$ cat src/rtl/seven_segment_scan_decoder_pkg.sv
// rtl/seven_segment_scan_decoder_pkg.sv - shared 7-segment pattern table, seg[0:6] = a..g
package seven_segment_scan_decoder_pkg;

    localparam logic [0:6] SEG_0 = 7'b1111110;
    localparam logic [0:6] SEG_1 = 7'b0110000;
    localparam logic [0:6] SEG_2 = 7'b1101101;
    localparam logic [0:6] SEG_3 = 7'b1111001;
    localparam logic [0:6] SEG_4 = 7'b0110011;
    localparam logic [0:6] SEG_5 = 7'b1011011;
    localparam logic [0:6] SEG_6 = 7'b1011111;
    localparam logic [0:6] SEG_7 = 7'b1110000;
    localparam logic [0:6] SEG_8 = 7'b1111111;
    localparam logic [0:6] SEG_9 = 7'b1111011;

    localparam logic [3:0] BCD_INVALID = 4'hF;

endpackage

$ cat src/rtl/seven_segment_scan_decoder_seg7_to_bcd.sv
// rtl/seven_segment_scan_decoder_seg7_to_bcd.sv - combinational segment pattern to BCD decoder
module seg7_to_bcd
    import seven_segment_scan_decoder_pkg::*;
(
    input  logic [0:6] seg,
    output logic [3:0] bcd,
    output logic       invalid
);

    always_comb begin
        bcd     = BCD_INVALID;
        invalid = 1'b0;
        case (seg)
            SEG_0:   bcd = 4'd0;
            SEG_1:   bcd = 4'd1;
            SEG_2:   bcd = 4'd2;
            SEG_3:   bcd = 4'd3;
            SEG_4:   bcd = 4'd4;
            SEG_5:   bcd = 4'd5;
            SEG_6:   bcd = 4'd6;
            SEG_7:   bcd = 4'd7;
            SEG_8:   bcd = 4'd8;
            SEG_9:   bcd = 4'd9;
            default: invalid = 1'b1;
        endcase
    end

endmodule

$ cat src/rtl/seven_segment_scan_decoder.sv
// rtl/seven_segment_scan_decoder.sv - scanned display bus to multi-digit BCD frame recovery
module seven_segment_scan_decoder
    import seven_segment_scan_decoder_pkg::*;
#(
    parameter int DIGITS        = 4,
    parameter int STABLE_CYCLES = 3
) (
    input  logic                  clk,
    input  logic                  rst,
    input  logic [0:6]            seg,
    input  logic [DIGITS-1:0]     dig,
    output logic [4*DIGITS-1:0]   bcd_out,
    output logic [DIGITS-1:0]     err_mask,
    output logic                  out_valid,
    input  logic                  out_ready,
    output logic                  overrun
);

    localparam int              CW      = 4;
    localparam logic [CW-1:0]   CNT_MAX = CW'(STABLE_CYCLES);

    logic [DIGITS-1:0]   prev_dig;
    logic [0:6]          prev_seg;
    logic                prev_ok;
    logic [CW-1:0]       cnt;
    logic                captured;
    logic [DIGITS-1:0]   cap_mask;
    logic [4*DIGITS-1:0] buf_bcd;
    logic [DIGITS-1:0]   buf_err;

    logic [3:0]          dec_bcd;
    logic                dec_inv;
    logic                onehot;
    logic                same;
    logic                capture;
    logic                frame_done;
    logic [DIGITS-1:0]   mask_n;
    logic [4*DIGITS-1:0] buf_bcd_n;
    logic [DIGITS-1:0]   buf_err_n;

    seg7_to_bcd u_dec (
        .seg     (seg),
        .bcd     (dec_bcd),
        .invalid (dec_inv)
    );

    assign onehot     = (dig != '0) && ((dig & (dig - DIGITS'(1))) == '0);
    assign same       = prev_ok && (prev_dig == dig) && (prev_seg == seg);
    assign capture    = onehot && same && (cnt == CNT_MAX - CW'(1)) && !captured;
    assign mask_n     = cap_mask | dig;
    assign frame_done = capture && (&mask_n);

    // Buffer image including the digit being captured this cycle, so a
    // completing frame can be forwarded to the output on the same edge.
    always_comb begin
        buf_bcd_n = buf_bcd;
        buf_err_n = buf_err;
        for (int i = 0; i < DIGITS; i++) begin
            if (dig[i]) begin
                buf_bcd_n[4*i +: 4] = dec_bcd;
                buf_err_n[i]        = dec_inv;
            end
        end
    end

    always_ff @(posedge clk) begin
        if (rst) begin
            prev_dig  <= '0;
            prev_seg  <= '0;
            prev_ok   <= 1'b0;
            cnt       <= '0;
            captured  <= 1'b0;
            cap_mask  <= '0;
            buf_bcd   <= '0;
            buf_err   <= '0;
            bcd_out   <= '0;
            err_mask  <= '0;
            out_valid <= 1'b0;
            overrun   <= 1'b0;
        end else begin
            prev_dig <= dig;
            prev_seg <= seg;
            prev_ok  <= onehot;

            if (!onehot) begin
                cnt      <= '0;
                captured <= 1'b0;
            end else if (same) begin
                if (cnt != CNT_MAX) cnt <= cnt + CW'(1);
            end else begin
                cnt      <= CW'(1);
                captured <= 1'b0;
            end

            if (capture) begin
                captured <= 1'b1;
                buf_bcd  <= buf_bcd_n;
                buf_err  <= buf_err_n;
                cap_mask <= frame_done ? '0 : mask_n;
            end

            overrun <= 1'b0;
            if (frame_done) begin
                if (!out_valid || out_ready) begin
                    bcd_out   <= buf_bcd_n;
                    err_mask  <= buf_err_n;
                    out_valid <= 1'b1;
                end else begin
                    overrun <= 1'b1;
                end
            end else if (out_valid && out_ready) begin
                out_valid <= 1'b0;
            end
        end
    end

endmodule

$ cat config.mk
export PLATFORM = sky130hd
export DESIGN_NAME = seven_segment_scan_decoder
export DESIGN_NICKNAME = d
export VERILOG_FILES = /design/src/rtl/seven_segment_scan_decoder_pkg.sv /design/src/rtl/seven_segment_scan_decoder_seg7_to_bcd.sv /design/src/rtl/seven_segment_scan_decoder.sv
export SDC_FILE = /design/constraint.sdc
export NUM_CORES = 1
export LEC_CHECK = 0
export ABC_AREA = 1
export BUFFER_PORTS_ARGS = -buffer_cell sky130_fd_sc_hd__buf_2
export CAP_MARGIN = 30
export CELL_PAD_IN_SITES_DETAIL_PLACEMENT = 2
export CELL_PAD_IN_SITES_GLOBAL_PLACEMENT = 2
export CORE_MARGIN = 3
export CORE_UTILIZATION = 34
export DETAILED_ROUTE_END_ITERATION = 8
export PLACE_DENSITY_LB_ADDON = 0.08
export SETUP_SLACK_MARGIN = 0.3
export SLEW_MARGIN = 20
export SYNTH_ARGS = -nofsm -noshare
export SYNTH_HDL_FRONTEND = slang
export SYNTH_SLANG_ARGS = --single-unit
$ cat constraint.sdc
create_clock -name clk -period 3.7 [get_ports clk]
set_clock_uncertainty 0.2 [all_clocks]
set_input_delay 0.185 -clock clk [delete_from_list [all_inputs] [get_ports clk]]
set_output_delay 0.185 -clock clk [all_outputs]
set_load 0.03 [all_outputs]
# [Word-level counts from Yosys, hierarchy flattened]
# Cells that the tools add are included.
[classes] n_addsub=2 n_eq_ne=17 mux=20 bitwise_logic=5 n_reduce_logical=21
[op_table] cell="$eq 7x7->1 const B" n=8
[op_table] cell="$pmux 4 s10" n=1
[op_table] cell="$mux 4" n=5
[op_table] cell="$eq 7x6->1 const B" n=2
[op_table] cell="$mux 1" n=14
[op_table] cell="$reduce_or 10->1" n=1
[op_table] cell="$logic_and 1x1->1" n=8
[op_table] cell="$eq 7x7->1" n=1
[op_table] cell="$add 4x1->4 const B" n=1
[op_table] cell="$and 4x4->4" n=1
[op_table] cell="$eq 4x2->1 const B" n=1
[op_table] cell="$eq 4x4->1" n=1
[op_table] cell="$logic_not 4->1" n=1
[op_table] cell="$ne 2x1->1 const B" n=2
[op_table] cell="$ne 4x2->1 const B" n=1
[op_table] cell="$or 4x4->4" n=1
[op_table] cell="$reduce_and 2->1" n=2
[op_table] cell="$reduce_and 4->1" n=1
[op_table] cell="$reduce_bool 4->1" n=1
[op_table] cell="$reduce_or 2->1" n=2
[op_table] cell="$sub 4x1->4 const B" n=1
[op_table] cell="$ne 3x2->1 const B" n=1
[op_table] cell="$not 1->1" n=3
[op_table] cell="$reduce_or 3->1" n=1
[op_table] cell="3 further kinds" n=4
[word_totals] register_bits=63 out_inout_bits=22 wordCells=78

# [Logic depth before layout (Yosys ltp)]
# Gate-level depths: netlist of the first run.
[depth] word_depth=10 mapped_depth=14

# [Hierarchy]
# A second synthesis of the first run with hierarchy kept.
[unflattened] hier_cells=467 area_unflattened_um2=3042.9
[by_module_without_submodules] mod="seven_segment_scan_decoder" instances=1 cells_each=415 area_each_um2=2817.7 seq_area_each_um2=1261.2
[by_module_without_submodules] mod="seg7_to_bcd" instances=1 cells_each=52 area_each_um2=225.2 seq_area_each_um2=0.0

# [Least setup slack after synthesis of the first run]
# OpenSTA, ideal clock, no wires.
[synth_timing] kind="reg-to-reg" startpoint="register cnt[0]" endpoint="register err_mask[2]" t_arrival_ns=1.419 t_required_ns=3.387 slack_ns=1.968 stages_incl_launch_ff=11 n_path_buf=1 path_cell_list="dfxtp_1 -> inv_1 -> ha_1 -> nand3_1 -> nor2_2 -> nand3_4 -> clkinv_2 -> nand3_4 -> buf_6 -> nor2_1 -> nor2_1"
[synth_between] elab_chain_len=5
[synth_rtl] item="start, declared" line_no="seven_segment_scan_decoder.sv:25" rtl="logic [CW-1:0] cnt;"
[synth_rtl] item="start signal, assigned" line_no="seven_segment_scan_decoder.sv:89" rtl="if (cnt != CNT_MAX) cnt <= cnt + CW'(1);"
[synth_rtl] item="$eq 4x2->1" line_no="seven_segment_scan_decoder.sv:49" rtl="assign capture = onehot && same && (cnt == CNT_MAX - CW'(1)) && !captured;"
[synth_rtl] item="$logic_and 1x1->1 (2 in series)" line_no="seven_segment_scan_decoder.sv:49"
[synth_rtl] item="$logic_and 1x1->1" line_no="seven_segment_scan_decoder.sv:51" rtl="assign frame_done = capture && (&mask_n);"
[synth_rtl] item="$reduce_and 2->1 (no source line)"
[synth_rtl] item="end signal, assigned" line_no="seven_segment_scan_decoder.sv:106" rtl="err_mask <= buf_err_n;"
[synth_rtl] item="end, declared" line_no="seven_segment_scan_decoder.sv:13" rtl="output logic [DIGITS-1:0] err_mask,"
# Every way passes these cells.
# A chain may end at the register's enable or synchronous reset.

# [Worst setup path in the final report of the first run]
[layout_timing] startpoint="input seg[2] in the netlist's numbering" endpoint="register bcd_out[15]"
[layout_between] elab_chain_len=7
[layout_rtl] item="start, declared" line_no="seven_segment_scan_decoder.sv:10" rtl="input logic [0:6] seg,"
[layout_rtl] item="$eq 7x7->1" line_no="seven_segment_scan_decoder.sv:48" rtl="assign same = prev_ok && (prev_dig == dig) && (prev_seg == seg);"
[layout_rtl] item="$logic_and 1x1->1" line_no="seven_segment_scan_decoder.sv:48"
[layout_rtl] item="$logic_and 1x1->1 (3 in series)" line_no="seven_segment_scan_decoder.sv:49"
[layout_rtl] item="$logic_and 1x1->1" line_no="seven_segment_scan_decoder.sv:51"
[layout_rtl] item="$reduce_and 2->1 (no source line)"
[layout_rtl] item="end signal, assigned" line_no="seven_segment_scan_decoder.sv:105" rtl="bcd_out <= buf_bcd_n;"
[layout_rtl] item="end, declared" line_no="seven_segment_scan_decoder.sv:12" rtl="output logic [4*DIGITS-1:0] bcd_out,"
# Parallel ways exist; a longest one is shown, timed or not.

==> run summary, run 1 <==
Global Route met3 Usage -> 0.0318
Minimum clock period -> 2580 ps
Synthesized flop and latch total -> 63
Setup violations, final -> 0
Commonest non-fill, non-tap cell in the layout -> nand2_1
Initial antenna violation count -> 0
Largest net degree at the start of global routing -> 25
CP Data Arrival Time -> 2620 ps
H-tree depth -> 3
Hold crit path type -> input pin to flip-flop
Clk buf depth -> 2
R2R setup slack -> 1330 ps
Fin crit share -> 0.698
Ys Warns -> 0
Max-slew violations -> 0
CTS tree -> built
Avg Inst Size Synth -> 6.43 um2
Cell count after synthesis -> 492
WHS Path Cells -> 2
Core area -> 0.00889 mm2
Worst Tran Pin Value -> 801 ps
CP required -> 3740 ps
Pre-CTS WS -> 1060 ps
Top cells by area, synth -> dfxtp_1, nand2_1, nor2_1
Antenna Cells -> 0
HPWL after detailed placement -> 7.66 mm
Hold Crit Start -> rst
Drt via density -> 4.97
Peak supply drop -> 0.148 mV
Synth-to-Final Area Change -> 15.9%
Final Net Count -> 549
Number of port buffers -> 35
RSZ-0062 raised after global routing -> false
GP Congestion -> 0.885
Cell Area, Synth -> 0.00317 mm2
Yosys top cell area share -> 0.398
Slew headroom -> 0.465
Die Wd -> 102 um
DR WL/cell -> 16.6 um
Post-route cell area -> 0.00367 mm2
R2R depth -> 11
Met2 Usage GRT -> 0.367
CP Max Fanout -> 16
Setup crit end kind -> flip-flop
Fmax -> 0.387 GHz
Setup Fix Bufs, Post-CTS -> 0
Routed vias -> 3,211
Setup WS post-layout -> 1120 ps
Synth unique cells -> 28
DRT Pass-1 Iters -> 4
Met1 GRT Util -> 0.290
Clock transition at path regs -> 80 ps
Total power -> 1390 uW
Total negative slack -> 0 ps
Total wire length -> 10.7 mm
Commonest non-fill, non-tap cells in the layout -> nand2_1, nor2_1, dfxtp_1, inv_1, buf_2
Outcome -> finished, final reports clean
Area leader, netlist -> dfxtp_1
All-layer global routing usage -> 0.219
Placed standard-cell area -> 0.00341 mm2
Static leakage -> 0.00176 uW
Post-layout util -> 0.413
1st-iter DRT viols -> 105
Final hold violations -> 0
First-pass GRT wire length -> 17.7 mm
Crit Path Category -> input pin to flip-flop
# DRC -> 0
Startpoint Class -> input pin
GRT overflow -> 0
# clock sinks -> 63
Vias in the first global route -> 3,462
CTS Buf Count -> 9
Routed Antenna Nets -> 0
Starting Density -> 0.356
Worst R2R Start -> prev_seg[2]
Power density over the cells -> 380 mW/mm2
Mapped Nets -> 508
Die H -> 102 um
Top Usage Layer GRT -> met2
Root Driver -> clkbuf_8
# IOs -> 36
Std-Cell Rows -> 34
Clock latency on the worst-skew pair -> 350 ps
RR Endpoint -> bcd_out[15]
Hold Path Sink -> prev_seg[6]
Max Cap Viol -> 0
Seq/Total Area, Yosys -> 0.398
Share of cells above drive strength 1 -> 0.149
Die Area -> 0.0105 mm2
[critical path, cell delays in order]
cell	delay, ps
dlygate4sd3_1	520
buf_2	160
inv_2	50
nand2_1	50
nand2_1	90
inv_1	70
nand2_1	50
nor2_2	330
nand4_4	330
nor2_2	370
nand2_1	120
nor2_1	190
nor2_1	80
[report_power, final]
part / switching, uW / internal, uW
logic: 88.3 / 35.0
registers: 4.96 / 685
clock network: 299 / 282
[logic make-up after synthesis]
logic type,synth area share
AND/OR/NAND/NOR,0.393
buffers and inverters,0.0933
flip-flops,0.398
AO/OA/AOI/OAI,0.0988
XOR/XNOR,0.00830
adder cells (fa/ha/maj),0.00790
[how the worst max path moves through the flow]
stage	start	depth (start not counted)	endpoint	slack [ps]
2_1_floorplan	cnt[0]	10	err_mask[2]	1970
3_3_place_gp	dig[2]	11	bcd_out[6]	1230
3_5_place_dp	dig[2]	11	bcd_out[15]	1060
4_1_cts	seg[2]	13	bcd_out[15]	1100
5_1_grt	seg[2]	13	bcd_out[15]	920
6_report	seg[2]	13	bcd_out[15]	1120
[stage by stage]
stage | hold slack (ps) | instances
after global placement | 238 | 623
after global routing | 51.2 | 646
final | 36.8 | 646
after detailed placement | 247 | 623
after CTS | 29.6 | 646
after floorplan | 54.1 | 492
[metal layers]
metal  up-vias  part of all wire  wire length, um
met5         -                 0                0
met4         0             0.020              214
met3        23             0.028              299
met2        48              0.47             5020
met1      1554              0.48             5210
li1       1586                 -                -
[cell type report]
cell class | count | area (um2)
clock inverter | 4 | 28.8
inverter | 58 | 219
timing repair buffer | 44 | 260
tap | 108 | 135
multi-input combinational | 357 | 1610
fill | 1123 | 5220
clock buffer | 12 | 155
sequential | 63 | 1260
[cell usage after synthesis]
library cell and count:
xor2_1 2, ha_1 2, o21ai_0 30, nor2_1 116
or2_2 9, inv_1 51, buf_2 1, nand2_2 3
a211oi_1 1, nor2_2 4, inv_2 6, xnor2_1 1
clkinv_2 1, dfxtp_1 63, nand3_4 2, nand4_4 1
o21bai_1 12, and3_1 1, nor2_4 1, nand2_1 141
buf_6 2, a21oi_1 13, nand3_1 12, clkbuf_1 9
nand4_1 4, nor3_1 1, nor3_4 1, buf_4 2
[state kept, by name (all words and copies together) (netlist names), 4 cells and up]
| signal | cells |
|---|---|
| err_mask | 4 |
| buf_bcd | 16 |
| prev_seg | 7 |
| cap_mask | 4 |
| bcd_out | 16 |
| cnt | 4 |
| buf_err | 4 |
| prev_dig | 4 |
[what timing repair did]
item	in CTS	in global routing
hold endpoints to repair	7	0
gates resized for setup	0	0
hold buffers	7	0
Note: power is estimated with default switching activity, not from simulation.
==> run 2: changes to the inputs <==
ABC_AREA = 0   (was 1)
CORE_UTILIZATION = 32   (was 34)
clock period = 2.3 ns   (was 3.7 ns; I/O delays follow)
==> run summary, run 2 <==
Top FF cell, synth -> dfxtp_1
H-tree depth -> 3
CP max stage cell -> a311oi_2
Largest net degree at the start of global routing -> 30
Synthesized flop and latch total -> 63
Routed vias -> 3,199
Top-count cell post-synth -> dfxtp_1
RSZ-0062 raised after global routing -> true
GRT overflow -> 0
Fin crit share -> 0.952
Top cells by area, synth -> dfxtp_1, a21oi_1, o21ai_0
Met2 wire len -> 6.54 mm
Total power -> 2310 uW
1st-iter DRT viols -> 135
Critical Path Max Stage Delay -> 420 ps
Antenna Cells -> 0
Area leader, netlist -> dfxtp_1
Die Area -> 0.0108 mm2
Die Wd -> 104 um
Drt via density -> 5.68
CP Data Arrival Time -> 2220 ps
Number of synthesized flops with an enable pin -> 0
RR Endpoint -> bcd_out[8]
Post-route cell area -> 0.00446 mm2
Ys Warns -> 0
Worst Tran Pin Value -> 1250 ps
Static leakage -> 0.00163 uW
Wl on met1 -> 5.94 mm
Commonest non-fill, non-tap cell in the layout -> dfxtp_1
Clock transition at path regs -> 80 ps
R2R setup slack -> 110 ps
Worst path depth -> 7
Yosys top cell area share -> 0.411
Crit Path Category -> flip-flop to flip-flop
Top post-synthesis cells by count -> dfxtp_1, a21oi_1, nor2_1, nand2_1, o21ai_0
Peak supply drop -> 0.318 mV
Bufs and invs on worst path -> 1
Vias in the first global route -> 3,312
Starting Density -> 0.331
Max Cap Viol -> 0
HPWL after detailed placement -> 7.58 mm
Number of port buffers -> 35
# IOs -> 36
CP Launch Point -> cnt[0]
Clk buf depth -> 2
Hold slack -> 41.6 ps
CP Max Fanout -> 6
Final hold violations -> 0
Max-slew violations -> 0
Commonest non-fill, non-tap cells in the layout -> dfxtp_1, buf_2, buf_4, a21oi_1, nor2_1
Met3 WL post-DR -> 487 um
Minimum clock period -> 2190 ps
Total wire length -> 13.2 mm
Top Family by Delay on Critical Path -> compound AO/OA/AOI/OAI gates
Placed standard-cell area -> 0.00353 mm2
Slew headroom -> 0.161
Final Net Count -> 445
Core area -> 0.00928 mm2
Startpoint Class -> flip-flop
Die H -> 104 um
CTS tree -> built
CTS Buf Count -> 9
Outcome -> finished, final reports clean
First-pass GRT wire length -> 18.5 mm
Highest metal used -> met4
Cell Area, Synth -> 0.00307 mm2
Cells along the critical path -> inv_2, ha_4, nor4b_4, nor3b_4, o2111ai_4, a311oi_2, a211oi_1
Routed Antenna Nets -> 0
R2R depth -> 7
Avg Inst Size Synth -> 8.77 um2
Fmax -> 0.457 GHz
Power density over the cells -> 518 mW/mm2
GP Congestion -> 0.780
Biggest regs -> bcd_out x16, buf_bcd x16, prev_seg x7
# DRC -> 0
Cell count after synthesis -> 350
Share of cells above drive strength 1 -> 0.424
Clock latency on the worst-skew pair -> 350 ps
Setup violations, final -> 0
CP required -> 2330 ps
# clock sinks -> 63
Mapped Nets -> 366
Setup crit end kind -> flip-flop
FFs w/ async S/R, synth -> 0
Initial antenna violation count -> 0
Root Driver -> clkbuf_8
Fillers -> 988
CP Capture Point -> bcd_out[8]
Hold crit path type -> input pin to flip-flop
Synth-to-Final Area Change -> 45.4%
Synth unique cells -> 56
DRT Pass-1 Iters -> 4
Post-layout util -> 0.481
Std-Cell Rows -> 35
Worst R2R Start -> cnt[0]
Seq/Total Area, Yosys -> 0.411
DR WL/cell -> 23.5 um
All-layer global routing usage -> 0.216
[run 2: cell count changes after synthesis, moves of 7 or more]
cell and change:
xnor2_1 +12, or2_2 -9, a21oi_1 +26, nor2b_1 +7, nand2_1 -118, a311oi_1 +7
nor2_1 -87, buf_2 +7, a211oi_1 +9, o21bai_1 -12, o21ai_0 -7, nand4_1 +11
inv_1 -45
[run 2: worst min-delay path by stage]
stage | from | endpoint | slack, ps | cells after the start
CTS | dig[1] | bcd_out[4] | 50 | 3
global placement | rst | prev_seg[3] | 150 | 2
finish | dig[1] | bcd_out[4] | 40 | 3
detailed placement | rst | prev_seg[3] | 150 | 2
floorplan | seg[1] | prev_seg[1] | 150 | 2
global route | dig[1] | bcd_out[4] | 90 | 3
[run 2: per-stage QoR]
| stage | setup TNS [ps] | std cells | setup slack [ps] |
|---|---|---|---|
| 2_1_floorplan | 0 | 350 | 205 |
| 3_3_place_gp | 0 | 513 | 39.4 |
| 3_5_place_dp | -172 | 513 | -62.4 |
| 4_1_cts | 0 | 545 | 165 |
| 5_1_grt | -58.3 | 563 | -13.2 |
| 6_report | 0 | 563 | 111 |
[run 2: logic make-up (layout without fill, tap and decap cells)]
logic type      Yosys count  in the layout  share of synthesized area
xor+xnor                 14             14                     0.0399
compound gates          119            119                      0.264
fa+ha+maj                 2              2                    0.00815
buf+inv                  35            118                     0.0570
simple gates            115            116                      0.214
flops                    63             63                      0.411
mux                       2              2                    0.00652
[run 2: what timing repair did]
action                                  in CTS  in global routing
hold endpoints to repair                     9                  0
pin swaps                                   19                 23
hold buffers                                 9                  0
resized for setup                           49                 46
gates cloned                                 1                  2
endpoints found under the setup margin      35                 45
setup buffers                                6                 16
[run 2: worst min-delay path, stage by stage]
cell,delay (ps)
buf_2,180
o21ai_0,180
a211oi_1,70
[run 2: report_power, final]
group          switching (uW)  internal [uW]  total (uW)
clock network             481            448         929
logic                     173           98.3         271
registers                9.90           1100        1110
[run 2: routing by layer]
| metal | GRT usage | vias to the layer above |
|---|---|---|
| met5 | 0 | - |
| met4 | 0.0475 | 0 |
| met3 | 0.0379 | 23 |
| met2 | 0.364 | 77 |
| met1 | 0.291 | 1633 |
| li1 | - | 1466 |
[run 2: area by class of cell]
cell class	count	area [um2]	share of cell area
multi-input combinational	253	2050	0.459
clock inverter	3	17.5	0.00392
tap	129	161	0.0362
sequential	63	1270	0.284
timing repair buffer	96	783	0.175
clock buffer	13	159	0.0356
inverter	6	22.5	0.00504
